## config.mk

```make
export PLATFORM = sky130hd
export DESIGN_NAME = axi_rd_bus_rr_flat
export DESIGN_NICKNAME = d
export VERILOG_FILES = /design/src/rtl/axi_rd_bus_rr_if.sv /design/src/rtl/axi_rd_bus_rr.sv /design/src/flat_wrapper.sv
export SDC_FILE = /design/constraint.sdc
export NUM_CORES = 1
export LEC_CHECK = 0
export CAP_MARGIN = 20
export CORE_AREA = 2 2 124 126
export CTS_CLUSTER_SIZE = 8
export DETAILED_ROUTE_END_ITERATION = 16
export DIE_AREA = 0 0 126 128
export PLACE_DENSITY_LB_ADDON = 0.05
export SLEW_MARGIN = 20
export SYNTH_ARGS = -nofsm -noshare
export SYNTH_HDL_FRONTEND = slang
export SYNTH_SLANG_ARGS = --single-unit
```

## constraint.sdc

```tcl
create_clock -name clk -period 4.7 [get_ports clk]
set_clock_uncertainty 0.15 [all_clocks]
set_input_delay 1.41 -clock clk [delete_from_list [all_inputs] [get_ports clk]]
set_output_delay 1.41 -clock clk [all_outputs]
set_load 0.03 [all_outputs]
```

## src/rtl/axi_rd_bus_rr_if.sv

```systemverilog
// AXI3 read-channel bundle, NP ports wide on the valid/ready and AR-field side,
// with a single broadcast R payload. The arbiter uses NP=N_MST upstream and NP=1 downstream.
interface axi_rd_bus_rr_if #(
  parameter int NP     = 1,
  parameter int ADDR_W = 32,
  parameter int DATA_W = 32,
  parameter int ID_W   = 4
);
  logic [NP-1:0]        arvalid;
  logic [NP-1:0]        arready;
  logic [NP*ID_W-1:0]   arid;
  logic [NP*ADDR_W-1:0] araddr;
  logic [NP*4-1:0]      arlen;
  logic [NP*3-1:0]      arsize;
  logic [NP*2-1:0]      arburst;
  logic [NP*2-1:0]      arlock;
  logic [NP*4-1:0]      arcache;
  logic [NP*3-1:0]      arprot;
  logic [NP-1:0]        rvalid;
  logic [NP-1:0]        rready;
  logic [ID_W-1:0]      rid;
  logic [DATA_W-1:0]    rdata;
  logic [1:0]           rresp;
  logic                 rlast;

  modport master (
    output arvalid, arid, araddr, arlen, arsize, arburst, arlock, arcache, arprot,
    input  arready,
    input  rvalid, rid, rdata, rresp, rlast,
    output rready
  );

  modport slave (
    input  arvalid, arid, araddr, arlen, arsize, arburst, arlock, arcache, arprot,
    output arready,
    output rvalid, rid, rdata, rresp, rlast,
    input  rready
  );
endinterface

```

## src/rtl/axi_rd_bus_rr.sv

```systemverilog
// N-master to 1-slave AXI3 read bus, one transaction in flight, round-robin arbitration.
// Define AXI_RD_BUS_FIXPRIO_EN for fixed priority (master 0 highest) instead.
module axi_rd_bus_rr #(
  parameter int N_MST  = 3,
  parameter int ADDR_W = 32,
  parameter int DATA_W = 32,
  parameter int ID_W   = 4,
  localparam int IDX_W = (N_MST > 1) ? $clog2(N_MST) : 1
) (
  input  logic              clk,
  input  logic              rst,
  axi_rd_bus_rr_if.slave    s,
  axi_rd_bus_rr_if.master   m,
  output logic [N_MST-1:0]  grant,
  output logic              busy
);

  typedef enum logic [1:0] {ST_IDLE, ST_ADDR, ST_DATA} state_t;

  state_t             state_q, state_d;
  logic [N_MST-1:0]   grant_q, grant_d;
  logic [IDX_W-1:0]   idx_q, idx_d;
  logic [IDX_W-1:0]   rr_ptr_q, rr_ptr_d;

  logic               win_found;
  logic [IDX_W-1:0]   win_idx;
  logic [IDX_W-1:0]   ar_sel;

  // First requester at or after rr_ptr, wrapping; rr_ptr stays 0 in fixed-priority mode.
  always_comb begin
    int               pos;
    logic [IDX_W-1:0] cand;
    win_found = 1'b0;
    win_idx   = '0;
    pos       = 0;
    cand      = '0;
    for (int i = 0; i < N_MST; i++) begin
      pos = int'(rr_ptr_q) + i;
      if (pos >= N_MST) pos = pos - N_MST;
      cand = IDX_W'(pos);
      if (!win_found && s.arvalid[cand]) begin
        win_found = 1'b1;
        win_idx   = cand;
      end
    end
  end

  always_comb begin
    state_d  = state_q;
    grant_d  = grant_q;
    idx_d    = idx_q;
    rr_ptr_d = rr_ptr_q;
    case (state_q)
      ST_IDLE: begin
        if (win_found) begin
          grant_d = N_MST'(1) << win_idx;
          idx_d   = win_idx;
          state_d = ST_ADDR;
        end
      end
      ST_ADDR: begin
        if (m.arvalid[0] && m.arready[0]) state_d = ST_DATA;
      end
      ST_DATA: begin
        if (m.rvalid[0] && m.rready[0] && m.rlast) begin
          state_d = ST_IDLE;
          grant_d = '0;
`ifdef AXI_RD_BUS_FIXPRIO_EN
          rr_ptr_d = rr_ptr_q;
`else
          rr_ptr_d = (idx_q == IDX_W'(N_MST - 1)) ? '0 : idx_q + 1'b1;
`endif
        end
      end
      default: begin
        state_d = ST_IDLE;
        grant_d = '0;
      end
    endcase
  end

  always_ff @(posedge clk or posedge rst) begin
    if (rst) begin
      state_q  <= ST_IDLE;
      grant_q  <= '0;
      idx_q    <= '0;
      rr_ptr_q <= '0;
    end else begin
      state_q  <= state_d;
      grant_q  <= grant_d;
      idx_q    <= idx_d;
      rr_ptr_q <= rr_ptr_d;
    end
  end

  assign grant = grant_q;
  assign busy  = (state_q != ST_IDLE);

  // AR fields park on master 0 outside ADDR so the slave sees stable values.
  assign ar_sel = (state_q == ST_ADDR) ? idx_q : '0;

  always_comb begin
    m.arid    = s.arid   [int'(ar_sel)*ID_W   +: ID_W];
    m.araddr  = s.araddr [int'(ar_sel)*ADDR_W +: ADDR_W];
    m.arlen   = s.arlen  [int'(ar_sel)*4      +: 4];
    m.arsize  = s.arsize [int'(ar_sel)*3      +: 3];
    m.arburst = s.arburst[int'(ar_sel)*2      +: 2];
    m.arlock  = s.arlock [int'(ar_sel)*2      +: 2];
    m.arcache = s.arcache[int'(ar_sel)*4      +: 4];
    m.arprot  = s.arprot [int'(ar_sel)*3      +: 3];
    m.arvalid[0] = (state_q == ST_ADDR) && s.arvalid[idx_q];
    m.rready[0]  = (state_q == ST_DATA) && s.rready[idx_q];
  end

  assign s.rid   = m.rid;
  assign s.rdata = m.rdata;
  assign s.rresp = m.rresp;
  assign s.rlast = m.rlast;

  for (genvar gi = 0; gi < N_MST; gi++) begin : g_demux
    assign s.arready[gi] = (state_q == ST_ADDR) && (idx_q == IDX_W'(gi)) && m.arready[0];
    assign s.rvalid[gi]  = (state_q == ST_DATA) && (idx_q == IDX_W'(gi)) && m.rvalid[0];
  end

endmodule

```

## src/flat_wrapper.sv

```systemverilog
// flat-port wrapper written by rule: the top's interface ports become plain ports
module axi_rd_bus_rr_flat 
#(
  parameter int N_MST  = 3,
  parameter int ADDR_W = 32,
  parameter int DATA_W = 32,
  parameter int ID_W   = 4,
  localparam int IDX_W = (N_MST > 1) ? $clog2(N_MST) : 1
)
  (clk, rst, grant, busy, s_arvalid, s_arid, s_araddr, s_arlen, s_arsize, s_arburst, s_arlock, s_arcache, s_arprot, s_arready, s_rvalid, s_rid, s_rdata, s_rresp, s_rlast, s_rready, m_arvalid, m_arid, m_araddr, m_arlen, m_arsize, m_arburst, m_arlock, m_arcache, m_arprot, m_arready, m_rvalid, m_rid, m_rdata, m_rresp, m_rlast, m_rready);
  axi_rd_bus_rr_if #(.NP(3), .ADDR_W(ADDR_W), .DATA_W(DATA_W), .ID_W(ID_W)) s_i ();
  axi_rd_bus_rr_if #(.NP(1), .ADDR_W(ADDR_W), .DATA_W(DATA_W), .ID_W(ID_W)) m_i ();
  input  logic clk;
  input  logic rst;
  output logic [N_MST-1:0] grant;
  output logic busy;
  input wire logic [$bits(s_i.arvalid)-1:0] s_arvalid;
  input wire logic [$bits(s_i.arid)-1:0] s_arid;
  input wire logic [$bits(s_i.araddr)-1:0] s_araddr;
  input wire logic [$bits(s_i.arlen)-1:0] s_arlen;
  input wire logic [$bits(s_i.arsize)-1:0] s_arsize;
  input wire logic [$bits(s_i.arburst)-1:0] s_arburst;
  input wire logic [$bits(s_i.arlock)-1:0] s_arlock;
  input wire logic [$bits(s_i.arcache)-1:0] s_arcache;
  input wire logic [$bits(s_i.arprot)-1:0] s_arprot;
  output wire logic [$bits(s_i.arready)-1:0] s_arready;
  output wire logic [$bits(s_i.rvalid)-1:0] s_rvalid;
  output wire logic [$bits(s_i.rid)-1:0] s_rid;
  output wire logic [$bits(s_i.rdata)-1:0] s_rdata;
  output wire logic [$bits(s_i.rresp)-1:0] s_rresp;
  output wire logic [$bits(s_i.rlast)-1:0] s_rlast;
  input wire logic [$bits(s_i.rready)-1:0] s_rready;
  output wire logic [$bits(m_i.arvalid)-1:0] m_arvalid;
  output wire logic [$bits(m_i.arid)-1:0] m_arid;
  output wire logic [$bits(m_i.araddr)-1:0] m_araddr;
  output wire logic [$bits(m_i.arlen)-1:0] m_arlen;
  output wire logic [$bits(m_i.arsize)-1:0] m_arsize;
  output wire logic [$bits(m_i.arburst)-1:0] m_arburst;
  output wire logic [$bits(m_i.arlock)-1:0] m_arlock;
  output wire logic [$bits(m_i.arcache)-1:0] m_arcache;
  output wire logic [$bits(m_i.arprot)-1:0] m_arprot;
  input wire logic [$bits(m_i.arready)-1:0] m_arready;
  input wire logic [$bits(m_i.rvalid)-1:0] m_rvalid;
  input wire logic [$bits(m_i.rid)-1:0] m_rid;
  input wire logic [$bits(m_i.rdata)-1:0] m_rdata;
  input wire logic [$bits(m_i.rresp)-1:0] m_rresp;
  input wire logic [$bits(m_i.rlast)-1:0] m_rlast;
  output wire logic [$bits(m_i.rready)-1:0] m_rready;
  assign s_i.arvalid = s_arvalid;
  assign s_i.arid = s_arid;
  assign s_i.araddr = s_araddr;
  assign s_i.arlen = s_arlen;
  assign s_i.arsize = s_arsize;
  assign s_i.arburst = s_arburst;
  assign s_i.arlock = s_arlock;
  assign s_i.arcache = s_arcache;
  assign s_i.arprot = s_arprot;
  assign s_arready = s_i.arready;
  assign s_rvalid = s_i.rvalid;
  assign s_rid = s_i.rid;
  assign s_rdata = s_i.rdata;
  assign s_rresp = s_i.rresp;
  assign s_rlast = s_i.rlast;
  assign s_i.rready = s_rready;
  assign m_arvalid = m_i.arvalid;
  assign m_arid = m_i.arid;
  assign m_araddr = m_i.araddr;
  assign m_arlen = m_i.arlen;
  assign m_arsize = m_i.arsize;
  assign m_arburst = m_i.arburst;
  assign m_arlock = m_i.arlock;
  assign m_arcache = m_i.arcache;
  assign m_arprot = m_i.arprot;
  assign m_i.arready = m_arready;
  assign m_i.rvalid = m_rvalid;
  assign m_i.rid = m_rid;
  assign m_i.rdata = m_rdata;
  assign m_i.rresp = m_rresp;
  assign m_i.rlast = m_rlast;
  assign m_rready = m_i.rready;
  axi_rd_bus_rr #(.N_MST(N_MST), .ADDR_W(ADDR_W), .DATA_W(DATA_W), .ID_W(ID_W)) u_core (.clk(clk), .rst(rst), .s(s_i), .m(m_i), .grant(grant), .busy(busy));
endmodule
```

### After elaboration in Yosys (flattened, before gate mapping)

Index checks and enable logic that the tools add are counted.

* flip-flop bits (word level): 9
* output and inout bits: 105
* input port bits: 211
* word-level logic and storage cells: 91

* equal/unequal tests: 7
* $mul: 1
* order comparisons: 7
* shift-type cells: 9
* muxes and demuxes: 28
* reductions and logical operators: 28
* bitwise operators: 1
* $add $sub $neg: 6

Operators with widths (count)
* indexed part select 96 x 8 -> 32 bit: 1
* indexed part select 9 x 32 -> 3 bit: 2
* indexed part select 12 x 5 -> 4 bit: 3
* two-way mux 2 bit: 11
* logical AND 1 bit: 19
* less-than comparator 2 x 3 -> 1 bit (second input constant): 4
* indexed part select 6 x 4 -> 2 bit: 2
* binary-select mux 1 bit (select 2 bit): 5
* one-hot mux 3 bit (3 select lines): 1
* two-way mux 1 bit: 8
* >= comparator 3 x 2 -> 1 bit (second input constant): 2
* two-way mux 3 bit: 2
* != test 2 x 1 -> 1 bit (second input constant): 3
* one-hot mux 2 bit (3 select lines): 1
* AND reduction 3 bit: 2
* equality test 2 x 1 -> 1 bit (second input constant): 2
* equality test 2 bit (second input constant): 2
* zero test 2 bit: 2
* multiplier 2 x 2 -> 4 bit (second input constant): 1
* AND reduction 2 bit: 2
* subtractor 2 x 1 -> 2 bit (second input constant): 2
* adder 2 x 1 -> 3 bit (second input constant): 1
* adder 2 x 2 -> 3 bit (second input constant): 1
* left shift 1 x 2 -> 3 bit (first input constant): 1
* 6 further kinds: 7

### Longest topological paths before layout

* depth in word-level cells: 14
* gate-level depth with buffers: 8
* mapped depth without buffers: 7

### Worst setup path after synthesis

OpenSTA, ideal clock, no wires.

* path type: input -> output
* start point: input m_rvalid
* end point: output s_rvalid[2]
* buffers on the path: 0
* stages on the path: 2
* data required time: 3.140 ns
* arrival time: 2.299 ns
* setup slack: 0.841 ns
* cell sequence: nand3b_1 > nor3b_1

* longest elaborated chain between the ends: 1

RTL lines
* start: declaration: line flat_wrapper.sv:43 `input wire logic [$bits(m_i.rvalid)-1:0] m_rvalid;`
* logical AND 1 bit: line axi_rd_bus_rr.sv:122 `assign s.rvalid[gi] = (state_q == ST_DATA) && (idx_q == IDX_W'(gi)) && m.rvalid[0];`
* end: declaration: line flat_wrapper.sv:27 `output wire logic [$bits(s_i.rvalid)-1:0] s_rvalid;`

No other way between the ends.

### Final worst setup path

* start point: input m_rvalid
* end point: output s_rvalid[0]

The elaborated chain is that of the path after synthesis.

==> results.sh <==
export IMPL_status="completed"
export IMPL_synth_xor_area_share_pct=0
export IMPL_p_leak_nw=2.00
export IMPL_clockBufferDepth=2
export IMPL_rsz0062_at_grt="false"
export IMPL_yosys_area_share_simple_pct=22.2
export IMPL_io_pins=316
export IMPL_post_cts_buffers=0
export IMPL_drv_cap=0
export IMPL_r2r_cells=7
export IMPL_worstMarginPinSlew_ns=0.407
export IMPL_r2r_start="u_core.rr_ptr_q[0]$_DFFE_PP0P_"
export IMPL_cts_resized=0
export IMPL_placed_area_sq_mm=0.00465
export IMPL_endpoint_kind="output port"
export IMPL_setup_violations=0
export IMPL_multi_input_area_sq_mm=0.00164
export IMPL_cts_sinks=9
export IMPL_place_congestion=0.815
export IMPL_grt_pass1_wl_um=17500
export IMPL_start_util_pct=15.5
export IMPL_synth_fa_ha_area_share_pct=2.17
export IMPL_swShare_pct=52.0
export IMPL_hold_path_depth=2
export IMPL_cp_max_fo=5
export IMPL_grt_overflow_total=0
export IMPL_grt_pass1_vias=2964
export IMPL_reg2reg_to="u_core.grant[0]$_DFFE_PP0P_"
export IMPL_ff2ff_setup_slack_ns=2.36
export IMPL_vias_per_cell=4.37
export IMPL_track_usage_pct=13.6
export IMPL_synth_area_leaders="mux2i_1, o21ai_0, buf_4, nand3_1, dfrtp_1"
export IMPL_postSynthCellCount=322
export IMPL_fill_cells=1584
export IMPL_ir_worst_vdd_uv=216
export IMPL_clk_latency_ns=0.23
export IMPL_fin_area_sq_mm=0.00473
export IMPL_antenna_found_initial=0
export IMPL_setup_tns_ns=0
export IMPL_switching_power_mw=1.21
export IMPL_die_y_um=128
export IMPL_yosysMostFrequentCell="o21ai_0"
export IMPL_pwr_share_clk_pct=6.5
export IMPL_p_per_area_mw_per_mm2=492
export IMPL_path_class="in -> out"
export IMPL_totalWireLength_um=12000
export IMPL_cts_root_buf="clkbuf_16"
export IMPL_ys_seq_area_share_pct=9.76
export IMPL_synth_top_area_share_pct=25.1
export IMPL_ys_warn_count=0
export IMPL_timing_slew_headroom_pct=72.8
export IMPL_cts_tree="yes"
export IMPL_post_route_period_util_pct=97.1
export IMPL_final_layout_size_suffix_gt1_share_pct=5.91
export IMPL_first_pass_iters=4
export IMPL_slew_viol_final=0
export IMPL_yosys_area_top_type="mux2i_1"
export IMPL_period_needed_ns=4.56
export IMPL_synth_compound_area_share_pct=19.6
export IMPL_synth_area_mux_share_pct=26.6
export IMPL_numCtsBuffers=3
export IMPL_route_detailed_drc=0
export IMPL_drtIter0Drc=104
export IMPL_vias=3044
export IMPL_syn_avg_cell_area_sq_um=7.17
export IMPL_synth_edf_count=0
export IMPL_grt_max_degree=54
export IMPL_pwr_share_comb_pct=87.2
export IMPL_synth_top_family_by_area="multiplexers"
export IMPL_routedWlPerCell_um=17.3
export IMPL_arrival_ns=3.00
export IMPL_postCtsHoldBufs=0
export IMPL_htree_num_levels=1
export IMPL_synth_seq_cells=9
export IMPL_setup_worst_path_end="s_rvalid[0]"
export IMPL_rows=45
export IMPL_start_kind="input port"
export IMPL_die_width_um=126
export IMPL_die_area_sq_mm=0.0161
export IMPL_ant_nets=0
export IMPL_power_frac_seq_pct=6.3
export IMPL_finalHoldViolations=0
export IMPL_crit_required_ns=3.14
export IMPL_max_freq_mhz=219
export IMPL_nNetsFinal=724
export IMPL_cp_startpoint="m_rvalid"
export IMPL_num_antenna_cells=0
export IMPL_syn_to_final_growth_pct=105
export IMPL_synth_distinct_cells=48
export IMPL_netlist_area_sq_mm=0.00231
export IMPL_synth_async_reset_ratio_pct=100
export IMPL_hold_class="reg -> reg"
export IMPL_synth_common_cells="o21ai_0, mux2i_1, nand3_1"
export IMPL_core_area_sq_mm=0.0149
export IMPL_numPortBuffers=239
export IMPL_hpwlAfterDp_um=10100
export IMPL_synth_fp_nets=537
export IMPL_p_int_mw=1.12
export IMPL_seq_area_sq_um=225
export IMPL_path_clk_slew_ns=0.04
export IMPL_synth_main_ff_cell="dfrtp_1"
-- metal layers --
| layer | vias to the layer above | global-route usage [%] | wire, um |
|---|---|---|---|
| met3 | 11 | 2.96 | 897 |
| met4 | 0 | 2.59 | 132 |
| met1 | 1393 | 15.6 | 4620 |
| met5 | - | 0 | 0 |
| li1 | 1503 | - | - |
| met2 | 137 | 26.1 | 6380 |
-- flip-flops by register name, indices dropped and copies added (netlist names) --
name,count
u_core.grant,3
u_core.idx_q,2
u_core.rr_ptr_q,2
u_core.state_q,2
-- power groups by stage --
| stage | sequential, mW | combinational, mW | clock [mW] |
|---|---|---|---|
| after CTS | 0.148 | 2.07 | 0.153 |
| after global placement | 0.147 | 2.08 | 0 |
| final | 0.147 | 2.03 | 0.151 |
| after global routing | 0.152 | 2.18 | 0.158 |
| after floorplan | 0.153 | 1.25 | 0 |
| after detailed placement | 0.148 | 2.07 | 0 |
-- critical path, stage by stage --
cell and delay, ns:
clkdlybuf4s50_1 0.52, nand3b_1 0.20, nor3_1 0.18, clkdlybuf4s50_1 0.70
-- layout by cell type, fill, tap and decap left out, types with 2 or more instances in the layout --
cell / netlist / routed
and2_4: 1 / 2
buf_12: 0 / 5
buf_4: 39 / 8
clkbuf_16: 0 / 3
clkdlybuf4s50_1: 0 / 235
dfrtp_1: 9 / 9
ha_1: 4 / 4
inv_1: 9 / 8
mux2_2: 3 / 3
mux2i_1: 58 / 58
nand2_1: 8 / 8
nand3_1: 56 / 56
nand3b_1: 4 / 4
nor2_1: 6 / 6
nor2b_1: 3 / 3
nor3_1: 4 / 4
o21ai_0: 59 / 59
o22ai_1: 2 / 2
-- metrics by stage --
step / worst slack, ns / total power [mW] / utilization [%] / cells / hold WS (ns)
4_1_cts: 0.0937 / 2.37 / 31.8 / 696 / 0.366
2_1_floorplan: 0.841 / 1.40 / - / 322 / 0.360
3_3_place_gp: 0.0896 / 2.22 / 31.3 / 692 / 0.355
5_1_grt: 0.0128 / 2.49 / 31.9 / 696 / 0.393
3_5_place_dp: 0.116 / 2.22 / 31.3 / 692 / 0.357
6_report: 0.136 / 2.33 / 31.9 / 696 / 0.354
-- cell type report --
class	instances	area share, %
Timing Repair Buffer	249	53.3
Multi-Input combinational cell	237	34.6
Tap cell	188	4.97
Sequential cell	9	4.76
Clock buffer	4	1.66
Inverter	9	0.714
-- cell families (layout without fill, tap and decap cells) --
| kind of cell | Yosys count | in the layout |
|---|---|---|
| and+or+nand+nor | 95 | 95 |
| adders and majority gates | 4 | 4 |
| AOI/OAI and AO/OA | 77 | 77 |
| DFF | 9 | 9 |
| muxes | 61 | 61 |
| buffers and inverters | 76 | 262 |
-- worst min path at each step --
stage	from	end	slack (ns)
4_1_cts	u_core.grant[0]$_DFFE_PP0P_	u_core.grant[0]$_DFFE_PP0P_	0.37
3_5_place_dp	u_core.grant[0]$_DFFE_PP0P_	u_core.grant[0]$_DFFE_PP0P_	0.36
3_3_place_gp	u_core.grant[0]$_DFFE_PP0P_	u_core.grant[0]$_DFFE_PP0P_	0.36
2_1_floorplan	u_core.state_q[1]$_DFFE_PP0P_	u_core.state_q[0]$_DFFE_PP0P_	0.36
5_1_grt	u_core.grant[0]$_DFFE_PP0P_	u_core.grant[0]$_DFFE_PP0P_	0.39
6_report	u_core.grant[0]$_DFFE_PP0P_	u_core.grant[0]$_DFFE_PP0P_	0.35
(Power assumes the default switching activity.)
